[config.mk]
export PLATFORM = sky130hd
export DESIGN_NAME = cm_sort
export DESIGN_NICKNAME = d
export VERILOG_FILES = /design/src/rtl/cm_pkg.sv /design/src/rtl/cm_sort_cmp_swap.sv /design/src/rtl/cm_sort.sv
export SDC_FILE = /design/constraint.sdc
export NUM_CORES = 1
export LEC_CHECK = 0
export CELL_PAD_IN_SITES_DETAIL_PLACEMENT = 0
export CELL_PAD_IN_SITES_GLOBAL_PLACEMENT = 2
export CORE_UTILIZATION = 30
export CTS_BUF_LIST = sky130_fd_sc_hd__clkbuf_4
export CTS_CLUSTER_DIAMETER = 60
export DETAILED_ROUTE_END_ITERATION = 16
export GPL_ROUTABILITY_DRIVEN = 0
export HOLD_SLACK_MARGIN = 0.06
export PLACE_DENSITY_LB_ADDON = 0.1
export RECOVER_POWER = 25
export SLEW_MARGIN = 25
export SYNTH_ARGS = -nofsm -noshare
export SYNTH_HDL_FRONTEND = slang
export SYNTH_HIERARCHICAL = 1
export SYNTH_SLANG_ARGS = --single-unit
[constraint.sdc]
create_clock -name i_clk -period 12.6 [get_ports i_clk]
set_clock_uncertainty 0.2 [all_clocks]
set_input_delay 1.89 -clock i_clk [delete_from_list [all_inputs] [get_ports i_clk]]
set_output_delay 1.89 -clock i_clk [all_outputs]
set_load 0.1 [all_outputs]
[src/rtl/cm_pkg.sv]
// Shared helpers for the cm datapath library.
package cm_pkg;

    // True when a pipeline register follows compare-exchange layer l of a
    // dcnt-layer network carrying reg_cnt evenly spread register stages.
    function automatic logic reg_after_layer(input int l, input int dcnt, input int reg_cnt);
        return (((l + 32'sd1) * reg_cnt) / dcnt) > ((l * reg_cnt) / dcnt);
    endfunction

endpackage

[src/rtl/cm_sort_cmp_swap.sv]
// Combinational compare-exchange: lo = min(a,b), hi = max(a,b), unsigned.
// Equal inputs are passed straight through so the network stays stable.
module cm_sort_cmp_swap #(
    parameter int DWIDTH = 16
) (
    input  logic [DWIDTH-1:0] a,
    input  logic [DWIDTH-1:0] b,
    output logic [DWIDTH-1:0] lo,
    output logic [DWIDTH-1:0] hi
);

    // Swap only when b is strictly smaller than a.
    always_comb begin
        lo = a;
        hi = b;
        if (b < a) begin
            lo = b;
            hi = a;
        end else begin
            lo = a;
            hi = b;
        end
    end

endmodule

[src/rtl/cm_sort.sv]
// Pipelined odd-even transposition sorter: DCNT layers of compare-exchange,
// REG_CNT register stages spread evenly, the last layer always registered.
module cm_sort
    import cm_pkg::*;
#(
    parameter int DCNT    = 8,
    parameter int DWIDTH  = 16,
    parameter int REG_CNT = 2
) (
    input  logic                   i_clk,
    input  logic                   i_rst,
    input  logic                   i_vld,
    input  logic [DCNT*DWIDTH-1:0] i_data,
    output logic                   o_vld,
    output logic [DCNT*DWIDTH-1:0] o_data
);

    for (genvar l = 0; l < DCNT; l++) begin : g_layer
        localparam int PAR = l % 2;

        logic [DCNT-1:0][DWIDTH-1:0] in_s;
        logic                        in_vld_s;
        logic [DCNT-1:0][DWIDTH-1:0] cx_s;
        logic [DCNT-1:0][DWIDTH-1:0] out_s;
        logic                        out_vld_s;

        if (l == 0) begin : g_src_in
            assign in_s     = i_data;
            assign in_vld_s = i_vld;
        end else begin : g_src_prev
            assign in_s     = g_layer[l-1].out_s;
            assign in_vld_s = g_layer[l-1].out_vld_s;
        end

        // Pairs (j, j+1) start at the layer parity; unpaired ends pass through.
        for (genvar j = 0; j < DCNT; j++) begin : g_elem
            localparam bit IS_LO = (j >= PAR) && (((j - PAR) % 2) == 0) && (j + 1 < DCNT);
            localparam bit IS_HI = (j > PAR) && (((j - 1 - PAR) % 2) == 0);
            if (IS_LO) begin : g_cx
                cm_sort_cmp_swap #(.DWIDTH(DWIDTH)) u_cx (
                    .a  (in_s[j]),
                    .b  (in_s[j+1]),
                    .lo (cx_s[j]),
                    .hi (cx_s[j+1])
                );
            end else if (!IS_HI) begin : g_pass
                assign cx_s[j] = in_s[j];
            end
        end

        if (reg_after_layer(l, DCNT, REG_CNT)) begin : g_reg
            logic [DCNT-1:0][DWIDTH-1:0] data_r;
            logic                        vld_r;

            // Stage register: data loads every cycle, valid shifts alongside.
            always_ff @(posedge i_clk or negedge i_rst) begin
                if (!i_rst) begin
                    data_r <= '0;
                    vld_r  <= 1'b0;
                end else begin
                    data_r <= cx_s;
                    vld_r  <= in_vld_s;
                end
            end

            assign out_s     = data_r;
            assign out_vld_s = vld_r;
        end else begin : g_comb
            assign out_s     = cx_s;
            assign out_vld_s = in_vld_s;
        end
    end

    assign o_data = g_layer[DCNT-1].out_s;
    assign o_vld  = g_layer[DCNT-1].out_vld_s;

endmodule

==> results.toml, run 1 <==
[clock_tree]
clk-insertion-delay-late_ps = 830
path_clk_slew_ps = 70
cts-root-buf = "clkbuf_4"
clkSinkCount = 258
cts_tree = "built"
cts-resized-gates = 0
htree_levels = 3
clock_path_buffers = 3
numCtsBuffers = 69
cts_setup_buffers = 0
cts_hold_buf = 0

[die]
fp.dieW_um = 313.2
rows = 113
core_um2 = 95440
ios = 260
die_y_um = 313.2
die-area_um2 = 98060
initial_core_util = 0.3043

[global_routing]
grt_usage = 0.1967
grt_max_degree = 72
grt_pass1_vias = 21928
grt_pass1_wl_um = 144200
grt-ovfl-total = 0
antenna_found_initial = 2

[yosys]
yosys_warnings = 6
ys.flop_type = "dfrtp_1"
synthDistinctLibCells = 27
syn_nets = 3246
syn_inst = 2695
synth-edff-count = 0
synth.avg_cell_area_um2 = 10.78
ys_ff_latch = 258
synth_area_um2 = 29040
ys_seq_area_frac = 0.2223
synthArstFlopShare = 1.000

[worst_setup_path]
r2r-start = "g_layer[3].g_reg.data_r[75]$_DFF_PN0_"
regToRegSetupSlack_ps = 3060
arrival_ps = 11160
worstRegToRegCells = 25
required_ps = 13080
crit_path_max_fanout = 32
timing.rr.end = "o_data[64]$_DFF_PN0_"
max_stage_delay_ps = 780
slowest_stage = "a2111oi_0"
crit_path_end_kind = "flip-flop"
startpoint_type = "input port"
crit_type = "in2reg"

[run]
drv_cap = 3

[cells_and_area]
fill_cells = 9686
area_growth_pct = 13.31
layout-drive-gt1-share = 0.3462
nets = 3498

[sta]
fmax_mhz = 93.63
grt_setup_unrepaired = "false"
fin_setup_tns_ps = 0
min_period_over_period = 0.8477
max_slew_margin = -1.507
hold_viol = 0
drv_slew = 193
setup_viol = 0
worst_pin_slew_ps = 3760
finalCriticalPeriod_ps = 10680

[route]
drt_iter0_drc = 1000
route.vias.total = 20718
wl_per_cell_um = 22.76
routed_wl_um = 97120
drc = 0
ant_nets = 0
vias_per_cell = 4.855
dr.pass1.iters = 5

[min_path]
holdPathEnd = "o_vld$_DFF_PN0_"
hold_start = "g_layer[3].g_reg.vld_r$_DFF_PN0_"
holdPathStages = 0
hold_class = "reg2reg"

[place]
portBuffers = 259
place_hpwl_um = 80890

[run_status]
violations = "max-capacitance violations, max-slew violations"
outcome = "finished, violations left"
[registers in the layout (all words and copies together), names as in the netlist]
name                  cells
g_layer.g_reg.data_r    128
o_data                  128
o_vld                     1
g_layer.g_reg.vld_r       1
[kinds of logic after synthesis]
family                   count (synthesis)  share of synthesized area
flip-flops                             258                     0.2223
multiplexers                           896                     0.3513
AO/OA/AOI/OAI                          337                    0.09228
AND/OR/NAND/NOR                        280                    0.05501
adder cells (fa/ha/maj)                420                     0.1809
buffers and inverters                  504                    0.09822
[synthesized netlist by cell type (2+ instances only)]
cell type | count | area, um2
mux2_4 | 30 | 450.4
a31oi_1 | 27 | 168.9
nand4_1 | 27 | 168.9
nand3_1 | 55 | 275.3
o21ba_2 | 27 | 270.3
mux2_2 | 839 | 9448
ha_1 | 420 | 5255
o21ai_0 | 57 | 285.3
nor2b_1 | 27 | 168.9
dfrtp_1 | 258 | 6456
buf_8 | 81 | 1216
nand2_1 | 85 | 319.1
a21oi_1 | 115 | 575.6
inv_1 | 420 | 1577
mux2_1 | 27 | 304.0
o21a_1 | 28 | 210.2
nand2b_1 | 28 | 175.2
buf_12 | 3 | 60.06
and4_4 | 2 | 22.52
o211ai_1 | 27 | 202.7
and4_1 | 27 | 236.5
o2111ai_4 | 27 | 709.4
or4_1 | 27 | 202.7
a2111oi_0 | 28 | 245.2
[routing by layer]
| layer | routed length (um) | up-vias | track usage |
|---|---|---|---|
| met5 | 0 | - | 0 |
| met4 | 2166 | 0 | 0.04745 |
| met3 | 2803 | 123 | 0.02726 |
| met2 | 46630 | 373 | 0.3357 |
| met1 | 45520 | 9889 | 0.2603 |
| li1 | - | 10333 | - |
[worst max-delay path by stage]
| stage | from | endpoint | slack, ps | cells past startpoint |
|---|---|---|---|---|
| 6_report | i_data[11] | g_layer[3].g_reg.data_r[17]$_DFF_PN0_ | 1920 | 27 |
| 3_3_place_gp | i_data[11] | g_layer[3].g_reg.data_r[24]$_DFF_PN0_ | 1200 | 26 |
| 3_5_place_dp | i_data[43] | g_layer[3].g_reg.data_r[29]$_DFF_PN0_ | 1180 | 26 |
| 2_1_floorplan | i_data[75] | g_layer[3].g_reg.data_r[33]$_DFF_PN0_ | 3050 | 29 |
| 5_1_grt | i_data[11] | g_layer[3].g_reg.data_r[21]$_DFF_PN0_ | 1600 | 27 |
| 4_1_cts | i_data[43] | g_layer[3].g_reg.data_r[29]$_DFF_PN0_ | 2050 | 26 |
[cell type report]
class                   instances  area [um2]  share of cell area
repair buffers                265        2684             0.08155
flip-flops and latches        258        6456              0.1962
clock inverters                26       158.9            0.004829
diodes                          7       17.52           0.0005323
multi-input cells            1933       19740              0.5997
well taps                    1265        1583             0.04810
clock buffers                  93       698.2             0.02122
inverters                     420        1577             0.04790
[worst max-delay path: cells and delay by family]
family                   cells  cell delay (ps)
AO/OA/AOI/OAI                8             3270
AND/OR/NAND/NOR              6             2170
multiplexers                 4             1760
adder cells (fa/ha/maj)      4             1110
buffers and inverters        5              950
[per-stage QoR]
step	util	cells	hold WS (ps)	setup WS [ps]	instance area, um2
finish	0.3448	4267	155.1	1919	32910
global route	0.3448	4267	169.8	1602	32910
CTS	0.3440	4257	158.6	2052	32830
detailed placement	0.3350	4138	141.0	1175	31970
global placement	0.3350	4138	141.0	1199	31970
floorplan	-	2695	131.2	3050	29040
[cells in the final DEF (no fill, tap or decap), types with 7 or more instances in the layout]
master | netlist | layout
mux2_1 | 27 | 27
nor2b_1 | 27 | 27
nand3_1 | 55 | 55
clkinv_1 | 0 | 14
ha_1 | 420 | 420
nand2b_1 | 28 | 28
clkbuf_4 | 0 | 93
and4_1 | 27 | 27
o21ai_0 | 57 | 57
or4_1 | 27 | 27
clkinv_2 | 0 | 7
a21oi_1 | 115 | 115
inv_1 | 420 | 420
o21a_1 | 28 | 28
a31oi_1 | 27 | 27
mux2_2 | 839 | 839
nand2_1 | 85 | 85
clkdlybuf4s50_1 | 0 | 257
mux2_4 | 30 | 30
o2111ai_4 | 27 | 27
nand4_1 | 27 | 27
a2111oi_0 | 28 | 28
o21ba_2 | 27 | 27
dfrtp_1 | 258 | 258
diode_2 | 0 | 7
o211ai_1 | 27 | 27
Power of run 1 is not shown: default switching activity piles up to over one toggle a cycle in this logic, so the estimate is an artifact.
==> run 2, diff against run 1 <==
==> constraint.sdc (replaced) <==
create_clock -name i_clk -period 9.03 [get_ports i_clk]
set_clock_uncertainty 0.2 [all_clocks]
set_input_delay 1.3545 -clock i_clk [delete_from_list [all_inputs] [get_ports i_clk]]
set_output_delay 1.3545 -clock i_clk [all_outputs]
set_load 0.1 [all_outputs]
==> results.toml, run 2 (same netlist as run 1, synthesis figures left out) <==
[global_routing]
grt_max_degree = 120
grt_pass1_vias = 24822
grt_usage = 0.2013
antenna_found_initial = 2
grt-ovfl-total = 0
grt_pass1_wl_um = 150800

[place]
placed_cells = 4705
place_hpwl_um = 85080
place_ws_ps = -838.6
portBuffers = 259

[die]
die_y_um = 313.2
rows = 113
fp.dieW_um = 313.2
ios = 260
core_um2 = 95440
die-area_um2 = 98060
initial_core_util = 0.3043

[route]
routed_wl_um = 100300
wl_per_cell_um = 20.56
dr.pass1.iters = 5
route.vias.total = 23175
vias_per_cell = 4.752
ant_nets = 0
drt_iter0_drc = 930
drc = 0

[sta]
max_slew_margin = -1.315
setup_ws_ps = 205.4
fmax_mhz = 113.3
grt_setup_unrepaired = "false"
min_period_over_period = 0.9773
drv_slew = 192
finalCriticalPeriod_ps = 8825
setup_viol = 0
worst_pin_slew_ps = 3473
hold_viol = 0

[clock_tree]
cts_tree = "built"
cts_hold_buf = 0
htree_levels = 3
clock_path_buffers = 3
path_clk_slew_ps = 60
numCtsBuffers = 68
cts-root-buf = "clkbuf_4"
clkSinkCount = 258
clk-insertion-delay-late_ps = 820

[worst_setup_path]
crit_path_max_fanout = 18
crit_family = "simple AND/OR/NAND/NOR gates"
crit_path_end_kind = "flip-flop"
slowest_stage = "or4_4"
arrival_ps = 9290
crit_type = "in2reg"
crit_buf_inv = 6
max_stage_delay_ps = 610
required_ps = 9490
startpoint_type = "input port"

[cells_and_area]
layout-drive-gt1-share = 0.4612
final_cell_mix = "mux2_2 (839), buf_4 (585), inv_1 (420), ha_1 (420), clkdlybuf4s50_1 (257)"
nets = 4117
instances_no_fill = 4877
layout_commonest_cell = "mux2_2"
area_growth_pct = 30.77

[run_status]
outcome = "finished, violations left"
violations = "max-capacitance violations, max-slew violations"

[run]
drv_cap = 3

[min_path]
hold_class = "reg2reg"
run 2: layer usage:
metal / track usage / part of all wire / vias up
li1: - / - / 11565
met1: 0.2646 / 0.47 / 11173
met2: 0.3534 / 0.49 / 335
met3: 0.02415 / 0.025 / 102
met4: 0.03747 / 0.014 / 0
met5: 0 / 0 / -
run 2: final timing paths:
check	start	end	slack [ps]	depth (start not counted)
setup / recovery	i_data[43]	g_layer[3].g_reg.data_r[23]$_DFF_PN0_	210	29
hold / removal	g_layer[3].g_reg.vld_r$_DFF_PN0_	o_vld$_DFF_PN0_	160	0
setup reg to reg	g_layer[3].g_reg.data_r[43]$_DFF_PN0_	o_data[40]$_DFF_PN0_	290	29
hold reg to reg	g_layer[3].g_reg.vld_r$_DFF_PN0_	o_vld$_DFF_PN0_	160	0
max in group asynchronous	i_rst	o_data[102]$_DFF_PN0_	2520	3
min in group asynchronous	i_rst	g_layer[3].g_reg.data_r[0]$_DFF_PN0_	1450	1
run 2: area by class of cell:
type                       instances  area, um2
fill                            9313      57460
multi-input combinational       1940      19900
timing repair buffer             878       7556
sequential                       258       6460
tap                             1265       1583
inverter                         420       1577
clock buffer                      88      660.6
clock inverter                    26      241.5
antenna                            2      5.005
run 2: repair_timing:
action                                  in CTS  in global routing
buffers inserted                             0                 47
endpoints found under the hold margin        0                  0
endpoints found under the setup margin      13                192
gates cloned                                 1                  7
gates resized for setup                      0                 31
pin swaps                                    0                 12
run 2: per-stage QoR:
stage,TNS (ps),utilization,hold WS [ps],cell area (um2)
floorplan,0,-,131.2,29040
global placement,-61310,0.3821,140.2,36470
detailed placement,-72980,0.3821,153.6,36470
CTS,0,0.3917,163.3,37380
global route,0,0.3980,168.7,37980
finish,0,0.3980,157.3,37980
run 2: worst register-to-register path, delay by kind of cell, from the launching register on:
kind	cells	cell delay [ps]
buf+inv	6	1030
flops	1	460
compound gates	8	1140
simple gates	7	3150
fa+ha+maj	4	1130
mux	4	1510
Power of run 2 is left out for the same reason.
==> run 3, diff against run 2 <==
--- a/config.mk
+++ b/config.mk
@@ -10,6 +10,7 @@
 export CORE_UTILIZATION = 30
 export CTS_BUF_LIST = sky130_fd_sc_hd__clkbuf_4
 export CTS_CLUSTER_DIAMETER = 60
+export CTS_CLUSTER_SIZE = 30
 export DETAILED_ROUTE_END_ITERATION = 16
 export GPL_ROUTABILITY_DRIVEN = 0
 export HOLD_SLACK_MARGIN = 0.06
==> results.toml, run 3 (same netlist as run 1, synthesis figures left out) <==
[cells_and_area]
final_cell_mix = "mux2_2 (839), buf_4 (595), inv_1 (420), ha_1 (420), clkdlybuf4s50_1 (257)"
area_growth_pct = 29.23
nets = 4076
utilization = 0.3933
fill_cells = 9326
layout-drive-gt1-share = 0.4546
layout_commonest_cell = "mux2_2"

[route]
wl_per_cell_um = 20.66
route.vias.total = 22839
drc = 0
vias_per_cell = 4.751
routed_wl_um = 99300
drt_iter0_drc = 929
ant_nets = 0
dr.pass1.iters = 5

[place]
place_hpwl_um = 85080
place_ws_ps = -838.6
portBuffers = 259

[clock_tree]
clkSinkCount = 258
clock_path_buffers = 3
clk-insertion-delay-late_ps = 860
numCtsBuffers = 21
htree_levels = 1
cts_tree = "built"
cts-root-buf = "clkbuf_4"
path_clk_slew_ps = 200

[global_routing]
grt_pass1_vias = 24318
grt-ovfl-total = 0
grt_pass1_wl_um = 149500
antenna_found_initial = 2
grt_usage = 0.1982
grt_max_degree = 120

[die]
ios = 260
fp.dieW_um = 313.2
die_y_um = 313.2
core_um2 = 95440
die-area_um2 = 98060
initial_core_util = 0.3043
rows = 113

[sta]
worst_pin_slew_ps = 3482
holdWs_ps = 185.6
fin_setup_tns_ps = 0
fmax_mhz = 113.9
drv_slew = 192
min_period_over_period = 0.9724
max_slew_margin = -1.321
setup_viol = 0
setup_ws_ps = 249.0
hold_viol = 0
finalCriticalPeriod_ps = 8781

[worst_setup_path]
slowest_stage = "or4_4"
crit_path_max_fanout = 18
crit_type = "in2reg"
required_ps = 9550
max_stage_delay_ps = 610
arrival_ps = 9300
crit_path_end_kind = "flip-flop"
startpoint_type = "input port"

[run]
drv_cap = 3

[min_path]
hold_class = "reg2reg"

[run_status]
violations = "max-capacitance violations, max-slew violations"
outcome = "finished, violations left"
[run 3: path summary, 6_finish.rpt]
| kind | from | endpoint | slack, ps | cells past startpoint |
|---|---|---|---|---|
| worst max-delay path | i_data[43] | g_layer[3].g_reg.data_r[38]$_DFF_PN0_ | 250 | 29 |
| worst min-delay path | g_layer[3].g_reg.vld_r$_DFF_PN0_ | o_vld$_DFF_PN0_ | 190 | 0 |
| worst max register to register | g_layer[3].g_reg.data_r[73]$_DFF_PN0_ | o_data[104]$_DFF_PN0_ | 300 | 32 |
| worst min register to register | g_layer[3].g_reg.vld_r$_DFF_PN0_ | o_vld$_DFF_PN0_ | 190 | 0 |
| max in group asynchronous | i_rst | g_layer[3].g_reg.data_r[127]$_DFF_PN0_ | 2570 | 3 |
| min in group asynchronous | i_rst | g_layer[3].g_reg.data_r[10]$_DFF_PN0_ | 1380 | 1 |
[run 3: final cells by class]
type / count / area (um2) / area share
multi-input cells: 1938 / 19870 / 0.5294
repair buffers: 886 / 7591 / 0.2022
flip-flops and latches: 258 / 6465 / 0.1722
well taps: 1265 / 1583 / 0.04217
inverters: 420 / 1577 / 0.04200
clock inverters: 16 / 284.0 / 0.007567
clock buffers: 21 / 157.7 / 0.004200
diodes: 3 / 7.507 / 0.0002000
[run 3: metrics by stage]
step / cells / instance area [um2]
detailed placement: 4705 / 36470
floorplan: 2695 / 29040
finish: 4807 / 37530
CTS: 4743 / 36920
global placement: 4705 / 36470
global route: 4806 / 37530
[run 3: repair_timing]
item                       4_1_cts  5_1_grt
hold buffers                     0        0
buffers inserted                 0       56
setup endpoints to repair       18      192
gates resized for setup          0       33
gates cloned                     1        4
pin swaps                        0       10
[run 3: worst max-delay path: cells and delay by family]
| kind | cells | cell delay, ps |
|---|---|---|
| AOI/OAI and AO/OA | 8 | 1100 |
| and+or+nand+nor | 7 | 2960 |
| adders and majority gates | 4 | 1070 |
| buffers and inverters | 6 | 1230 |
| muxes | 4 | 1560 |
[run 3: metal layers]
metal | wire length [um] | part of all wire | track usage
met1 | 46280 | 0.47 | 0.2645
met2 | 49530 | 0.50 | 0.3536
met3 | 2346 | 0.024 | 0.01753
met4 | 1126 | 0.011 | 0.02428
met5 | 13 | 0.00013 | 0
Power of run 3 is left out for the same reason.
